--- src/rtl/float_class_arbiter_pkg.sv ---
// Shared definitions for the float class arbiter: class bit positions,
// exponent constant and output-stage state encoding.
package float_class_arbiter_pkg;

  localparam int CLS_ZERO = 0;
  localparam int CLS_NORM = 1;
  localparam int CLS_SUB  = 2;
  localparam int CLS_INF  = 3;
  localparam int CLS_NAN  = 4;
  localparam int NUM_CLS  = 5;

  localparam logic [7:0] EXP_ALL_ONES = 8'hFF;

  typedef enum logic {
    ST_EMPTY = 1'b0,
    ST_FULL  = 1'b1
  } state_t;

endpackage

--- src/rtl/float_class_arbiter_classify.sv ---
// Combinational IEEE-754 single-precision classifier producing a one-hot class.
// The sign bit does not affect the class, so only bits [30:0] are taken.
module float_class_arbiter_classify
  import float_class_arbiter_pkg::*;
(
  input  logic [30:0] data,
  output logic [4:0]  float_type
);

  logic [7:0]  exp_f;
  logic [22:0] man_f;

  assign exp_f = data[30:23];
  assign man_f = data[22:0];

  // Decode {exp all zero, exp all ones, mantissa zero} into exactly one class bit
  always_comb begin
    float_type = 5'b00000;
    case ({(exp_f == 8'h00), (exp_f == EXP_ALL_ONES), (man_f == 23'd0)})
      3'b101:  float_type[CLS_ZERO] = 1'b1;
      3'b100:  float_type[CLS_SUB]  = 1'b1;
      3'b011:  float_type[CLS_INF]  = 1'b1;
      3'b010:  float_type[CLS_NAN]  = 1'b1;
      default: float_type[CLS_NORM] = 1'b1;
    endcase
  end

endmodule

--- src/rtl/float_class_arbiter.sv ---
// Two-requester round-robin front end for a shared float classifier, with a
// single registered result stage and per-class saturating completion counters.
module float_class_arbiter
  import float_class_arbiter_pkg::*;
#(
  parameter int CNT_W = 16
) (
  input  logic             clk,
  input  logic             reset,
  input  logic             req0_valid,
  input  logic [31:0]      req0_data,
  output logic             req0_ready,
  input  logic             req1_valid,
  input  logic [31:0]      req1_data,
  output logic             req1_ready,
  output logic             out_valid,
  input  logic             out_ready,
  output logic [4:0]       out_type,
  output logic             out_sign,
  output logic             out_src,
  input  logic             clr_cnt,
  output logic [CNT_W-1:0] cnt_zero,
  output logic [CNT_W-1:0] cnt_norm,
  output logic [CNT_W-1:0] cnt_sub,
  output logic [CNT_W-1:0] cnt_inf,
  output logic [CNT_W-1:0] cnt_nan
);

  function automatic logic [CNT_W-1:0] sat_inc(input logic [CNT_W-1:0] v);
    if (v == {CNT_W{1'b1}}) begin
      return v;
    end else begin
      return v + {{(CNT_W-1){1'b0}}, 1'b1};
    end
  endfunction

  state_t           state;
  state_t           state_next;
  logic             rr_last;
  logic             can_accept;
  logic             accept;
  logic             grant;
  logic             out_hs;
  logic [31:0]      sel_data;
  logic [4:0]       sel_type;
  logic [CNT_W-1:0] cnt [NUM_CLS];

  // Round-robin grant; rr_last names the requester granted most recently
  always_comb begin
    can_accept = 1'b0;
    accept     = 1'b0;
    grant      = 1'b0;
    if (reset) begin
      can_accept = 1'b0;
    end else begin
      can_accept = (state == ST_EMPTY) || out_ready;
    end
    if (can_accept) begin
      if (req0_valid && req1_valid) begin
        accept = 1'b1;
        grant  = ~rr_last;
      end else if (req0_valid) begin
        accept = 1'b1;
        grant  = 1'b0;
      end else if (req1_valid) begin
        accept = 1'b1;
        grant  = 1'b1;
      end else begin
        accept = 1'b0;
        grant  = 1'b0;
      end
    end else begin
      accept = 1'b0;
      grant  = 1'b0;
    end
  end

  assign req0_ready = accept & ~grant;
  assign req1_ready = accept & grant;
  assign sel_data   = grant ? req1_data : req0_data;
  assign out_hs     = (state == ST_FULL) & out_ready;
  assign out_valid  = (state == ST_FULL);

  float_class_arbiter_classify u_classify (
    .data       (sel_data[30:0]),
    .float_type (sel_type)
  );

  // Output stage next state: refill wins over drain
  always_comb begin
    state_next = state;
    case (state)
      ST_EMPTY: begin
        if (accept) begin
          state_next = ST_FULL;
        end else begin
          state_next = ST_EMPTY;
        end
      end
      ST_FULL: begin
        if (accept) begin
          state_next = ST_FULL;
        end else if (out_ready) begin
          state_next = ST_EMPTY;
        end else begin
          state_next = ST_FULL;
        end
      end
      default: state_next = ST_EMPTY;
    endcase
  end

  // State register
  always_ff @(posedge clk) begin
    if (reset) begin
      state <= ST_EMPTY;
    end else begin
      state <= state_next;
    end
  end

  // Result register and round-robin pointer, loaded only on acceptance
  always_ff @(posedge clk) begin
    if (reset) begin
      out_type <= 5'b00000;
      out_sign <= 1'b0;
      out_src  <= 1'b0;
      rr_last  <= 1'b1;
    end else if (accept) begin
      out_type <= sel_type;
      out_sign <= sel_data[31];
      out_src  <= grant;
      rr_last  <= grant;
    end
  end

  // Per-class completion counters; clear takes priority over a coincident count
  always_ff @(posedge clk) begin
    if (reset || clr_cnt) begin
      for (int i = 0; i < NUM_CLS; i++) begin
        cnt[i] <= {CNT_W{1'b0}};
      end
    end else if (out_hs) begin
      for (int i = 0; i < NUM_CLS; i++) begin
        if (out_type[i]) begin
          cnt[i] <= sat_inc(cnt[i]);
        end
      end
    end
  end

  assign cnt_zero = cnt[CLS_ZERO];
  assign cnt_norm = cnt[CLS_NORM];
  assign cnt_sub  = cnt[CLS_SUB];
  assign cnt_inf  = cnt[CLS_INF];
  assign cnt_nan  = cnt[CLS_NAN];

endmodule
--- config.mk ---
export PLATFORM = sky130hd
export DESIGN_NAME = float_class_arbiter
export DESIGN_NICKNAME = d
export VERILOG_FILES = /design/src/rtl/float_class_arbiter_pkg.sv /design/src/rtl/float_class_arbiter_classify.sv /design/src/rtl/float_class_arbiter.sv
export SDC_FILE = /design/constraint.sdc
export NUM_CORES = 1
export LEC_CHECK = 0
export BUFFER_PORTS_ARGS = -buffer_cell sky130_fd_sc_hd__buf_2
export CORE_MARGIN = 5
export CORE_UTILIZATION = 30
export DETAILED_ROUTE_END_ITERATION = 6
export GPL_ROUTABILITY_DRIVEN = 0
export GPL_TIMING_DRIVEN = 1
export PLACE_DENSITY_LB_ADDON = 0.15
export SETUP_SLACK_MARGIN = 0.3
export SKIP_CTS_REPAIR_TIMING = 1
export SLEW_MARGIN = 15
export SYNTH_ARGS = -nofsm -noshare
export SYNTH_HDL_FRONTEND = slang
export SYNTH_SLANG_ARGS = --single-unit
--- constraint.sdc ---
create_clock -name clk -period 5.5 [get_ports clk]
set_input_delay 0.825 -clock clk [delete_from_list [all_inputs] [get_ports clk]]
set_output_delay 0.825 -clock clk [all_outputs]
set_load 0.005 [all_outputs]
==> flow_summary.ini, run 1 <==
[floorplan]
start_util_pct = 30.6
io_pins = 160
rows = 45
die_w_um = 135
die_h_um = 135
core_um2 = 15200
dieArea_um2 = 18100

[placed_design]
dp_slack_ns = 2.62
hpwlAfterDp_mm = 9.19
placed_area_um2 = 5680
port_buffers = 159
dp_cells = 787

[worst_setup_path]
start_kind = flop
cp-startpoint = out_type[1]
arrival_ns = 2.68
end_kind = flop
r2r_slack_ns = 2.84
worstReg2RegStart = out_type[1]
reg2reg_depth = 6
crit_required_ns = 5.53
crit_top_cell = buf_4
reg2reg_to = cnt[0][35]
crit_family = buffers and inverters
crit_chain = or4_1 > o211ai_1 > buf_4 > nor3_1 > a21oi_1 > buf_4
critPathMaxFanout = 75
crit_buf_inv = 2
criticalPathCategory = flop to flop
crit_path_end = cnt[0][35]
slowest_stage = buf_4
max_stage_delay_ns = 0.64
cp.depth = 6

[layout]
synthToLayoutAreaGrowth_pct = 27.9
final_nets = 685
final_area_um2 = 5960
fillers = 1547
fin_cells = 802
drive_above_1_share_pct = 30.1
num_antenna_cells = 0

[clock_network]
clk_pin_slew_ns = 0.06
clock_latency_ns = 0.34
cts_buffers = 9
clock-sinks = 89
cts-root-buf = clkbuf_16
cts_tree = done
htree_levels = 3
cts_max_path_buffers = 2

[grt]
grt_pass1_vias = 3988
antenna_found_initial = 0
grt_max_degree = 76
grt_overflow_total = 0
grt_pass1_wl_mm = 19.8
track_usage_pct = 13.7

[power_and_ir_drop]
power_frac_seq_pct = 52.9
cellLeakagePower_nw = 2.38
switching_power_mw = 0.342
ir_drop_mv = 0.150
intPower_mw = 1.17
p_comb_share_pct = 7.8
clkPwrFrac_pct = 39.3
power_density_nw_per_um2 = 254
swShare_pct = 22.6

[yosys]
synth_seq_cells = 89
synth_edf_count = 80
synth_nets = 521
synth_ff_type = edfxtp_1
synth_commonest_cells = nor2_1, edfxtp_1, xor2_1
syn_area_um2 = 4660
synth.top_cell.area_share_pct = 51.6
yosysMostFrequentCell = nor2_1
synth_area_leaders = edfxtp_1, xor2_1, nor2_1
synthCells = 446
avgSynthCellArea_um2 = 10.4
yosysTopAreaCell = edfxtp_1
yosysUniqueCellTypes = 37
yosys_warnings = 0
synth_async_sr_flop_share_pct = 0
ys_seq_area_share_pct = 55.4

[sta]
setup_viol = 0
rsz0062_at_grt = no
fmax_ghz = 0.376
tightest_slew_ns = 0.835
hold_viol_final = 0
period_needed_ns = 2.66
drv_slew = 0
clock_skew_ns = 0.00561
relSlewSlack_pct = 44.4
setup_tns_ns = 0
fin_crit_sh_pct = 48.3
setup_ws_ns = 2.84

[hold_path]
worstHoldPathType = flop to flop

[routing]
drt-initial-drc-count = 167
num_vias = 3902
drc = 0
finalWirelength_mm = 12.2
via_per_inst = 4.87
wl_per_cell_um = 15.3
dr.pass1.iters = 4
ant_nets = 0

[run]
max_cap_violations = 0

[run_status]
status = completed
through the flow:
stage                     total power [mW]  hold slack (ns)  util (%)
after global routing                  1.57            0.509      39.2
after floorplan                      0.858            0.437         -
after CTS                             1.54            0.473      39.2
after global placement               0.933            0.450      37.4
after detailed placement             0.935            0.457      37.4
final                                 1.51            0.476      39.2
per-layer routing:
| metal | part of all wire, % | GRT usage, % | wire length (um) |
|---|---|---|---|
| met4 | 2.0 | 5.94 | 243 |
| met3 | 6.5 | 3.02 | 798 |
| met2 | 47 | 22.9 | 5760 |
| met1 | 44 | 17.0 | 5440 |
| met5 | 0 | 0 | 0 |
how the worst min path moves through the flow:
| stage | startpoint | to | slack, ns | cells past startpoint |
|---|---|---|---|---|
| 5_1_grt | rr_last | rr_last | 0.51 | 1 |
| 6_report | rr_last | rr_last | 0.48 | 1 |
| 2_1_floorplan | rr_last | rr_last | 0.44 | 1 |
| 4_1_cts | rr_last | rr_last | 0.47 | 1 |
| 3_3_place_gp | rr_last | rr_last | 0.45 | 1 |
| 3_5_place_dp | rr_last | rr_last | 0.46 | 1 |
state kept, by name (all words and copies together) (netlist names):
name       count
cnt           80
out_sign       1
out_src        1
out_type       5
out_valid      1
rr_last        1
area by class of cell:
type	count	area, um2	area share, %
clock buffers	10	229	3.84
clock inverters	5	47.5	0.798
inverters	6	22.5	0.378
multi-input cells	339	2000	33.6
flip-flops and latches	89	2580	43.4
well taps	188	235	3.95
repair buffers	165	841	14.1
layout by cell type (no fill, tap or decap), drive strengths merged, types with 2 or more instances in the layout:
cell type / n
a21oi: 14
or2: 5
clkbuf: 10
xnor2: 21
and4: 4
nand3: 31
inv: 6
clkinv: 4
a41oi: 4
dfxtp: 9
and2: 7
xor2: 44
nor4: 14
ha: 5
edfxtp: 80
nor2: 90
mux2i: 2
nand2: 31
o21ai: 7
or3: 6
and3: 11
nor3: 15
nand4: 16
buf: 165
kinds of logic (layout without fill, tap and decap cells):
| kind of cell | count (synthesis) | count (layout) | share of synthesized area [%] |
|---|---|---|---|
| flops | 89 | 89 | 55.4 |
| compound gates | 33 | 33 | 4.57 |
| buf+inv | 18 | 186 | 1.67 |
| mux | 2 | 2 | 0.430 |
| xor+xnor | 65 | 65 | 12.2 |
| simple gates | 234 | 234 | 24.3 |
| fa+ha+maj | 5 | 5 | 1.34 |
power groups by stage:
stage	combinational, mW	sequential (mW)	clock, mW
3_5_place_dp	0.121	0.814	0
2_1_floorplan	0.0475	0.810	0
5_1_grt	0.133	0.805	0.636
3_3_place_gp	0.121	0.812	0
4_1_cts	0.122	0.800	0.614
6_report	0.119	0.800	0.594
Note: power is estimated with default switching activity, not from simulation.
==> inputs of run 2 (changes only) <==
ABC_AREA = 1   (was not set)
clock period = 2.4 ns   (was 5.5 ns; I/O delays follow)
==> flow_summary.ini, run 2 <==
[hold_path]
worstHoldPathType = primary input to flop
holdPathStages = 3

[layout]
layout_common_cells = nand2_1, buf_2, inv_1
top_regs = cnt: 80 flops, out_type: 5 flops
largest-register = cnt
num_antenna_cells = 0
final_area_um2 = 7060
final_nets = 954
fin_cells = 1113
final_common_cell = nand2_1
synthToLayoutAreaGrowth_pct = 26.6
largest_reg_flops = 80
drive_above_1_share_pct = 27.5

[yosys]
syn_area_um2 = 5580
ys_seq_area_share_pct = 46.3
yosysTopAreaCell = edfxtp_1
synth_edf_count = 80
yosysMostFrequentCell = nand2_1
synth.top_cell.area_share_pct = 43.1
synth_async_sr_flop_share_pct = 0
synth_commonest_cells = nand2_1, inv_1, edfxtp_1
avgSynthCellArea_um2 = 7.95
synth_area_leaders = edfxtp_1, nand2_1, inv_1
yosysUniqueCellTypes = 34
synth_ff_type = edfxtp_1
yosys_warnings = 0
synthCells = 701
synth_nets = 776
synth_seq_cells = 89

[clock_network]
clock-sinks = 89
cts-root-buf = clkbuf_16
clk_pin_slew_ns = 0.06
cts_buffers = 9
cts_max_path_buffers = 2
htree_levels = 3
clock_latency_ns = 0.34
cts_tree = done

[floorplan]
core_um2 = 18100
rows = 49
die_h_um = 146
dieArea_um2 = 21400
die_w_um = 146
start_util_pct = 30.7
io_pins = 160

[routing]
drt-initial-drc-count = 189
num_vias = 4880
wl_per_cell_um = 12.7
drc = 0
finalWirelength_mm = 14.2
ant_nets = 0
via_per_inst = 4.38
dr.pass1.iters = 4

[power_and_ir_drop]
power_mw = 3.62
power_density_nw_per_um2 = 513
ir_drop_mv = 0.273
cellLeakagePower_nw = 3.74

[sta]
setup_tns_ns = 0
hold_viol_final = 0
clock_skew_ns = 0.00703
tightest_slew_ns = 0.550
relSlewSlack_pct = 63.2
fin_crit_sh_pct = 80.9
rsz0062_at_grt = no
period_needed_ns = 1.94
fmax_ghz = 0.515
drv_slew = 0
setup_viol = 0
setup_ws_ns = 0.459

[grt]
track_usage_pct = 13.1
grt_pass1_vias = 4698
antenna_found_initial = 0
grt_max_degree = 27
grt_overflow_total = 0
grt_pass1_wl_mm = 23.1

[worst_setup_path]
start_kind = flop
reg2reg_depth = 7
crit_chain = nand2_1 > nor3_1 > nor3_4 > buf_6 > inv_2 > a31oi_1 > buf_4
end_kind = flop
crit_required_ns = 2.43
max_stage_delay_ns = 0.31
criticalPathCategory = flop to flop
arrival_ns = 1.97
critPathMaxFanout = 16
slowest_stage = dfxtp_1

[run_status]
status = completed

[placed_design]
hpwlAfterDp_mm = 11.2
dp_cells = 1096
placed_area_um2 = 6700
port_buffers = 159
dp_slack_ns = 0.150

[run]
max_cap_violations = 0
[run 2: cell count changes after synthesis, moves of 14 or more]
cell / before / now
o21ai_0: 7 / 21
inv_1: 6 / 149
nand2_1: 31 / 167
xor2_1: 44 / 22
nor2_1: 90 / 63
xnor2_1: 21 / 7
[run 2: worst paths after layout]
kind	end	startpoint	slack [ns]
setup reg to reg	cnt[0][56]	out_valid	0.46
setup / recovery	cnt[0][56]	out_valid	0.46
hold reg to reg	rr_last	rr_last	0.46
hold / removal	out_valid	req0_valid	0.33
[run 2: cell families after synthesis]
logic type | Yosys count | synth area share, %
and+or+nand+nor | 361 | 30.1
xor gates and xnor gates | 29 | 4.56
DFF | 89 | 46.3
AOI/OAI and AO/OA | 53 | 5.57
buffers and inverters | 164 | 12.3
adders and majority gates | 5 | 1.12
[run 2: stage by stage]
| stage | util [%] | hold slack [ns] |
|---|---|---|
| after floorplan | - | 0.429 |
| after global placement | 36.9 | 0.441 |
| after detailed placement | 36.9 | 0.447 |
| after CTS | 38.5 | 0.311 |
| after global routing | 38.9 | 0.335 |
| final | 38.9 | 0.334 |
[run 2: area by class of cell]
type,count,area [um2]
Sequential cell,89,2580
Clock buffer,11,233
Multi-Input combinational cell,448,2360
Clock inverter,5,55.1
Inverter,152,571
Tap cell,229,287
Fill cell,1924,11100
Timing Repair Buffer,179,973
[run 2: worst max-delay path: cells and delay by family (launching register included)]
family | cells | cell delay [ns]
simple gates | 3 | 0.57
buf+inv | 3 | 0.57
flops | 1 | 0.31
compound gates | 1 | 0.16
[run 2: metal layers]
layer  up-vias  share of wire (%)  track usage, %
met5         -                  0               0
met4         0                1.6            4.94
met3        12                6.9            3.25
met2       152                 44            20.8
met1      2122                 47            17.4
li1       2594                  -               -
[run 2: where the power goes]
group          total [mW]  internal (mW)  switching, mW
clock network        1.39          0.806          0.584
logic               0.393          0.176          0.217
registers            1.84           1.76         0.0794
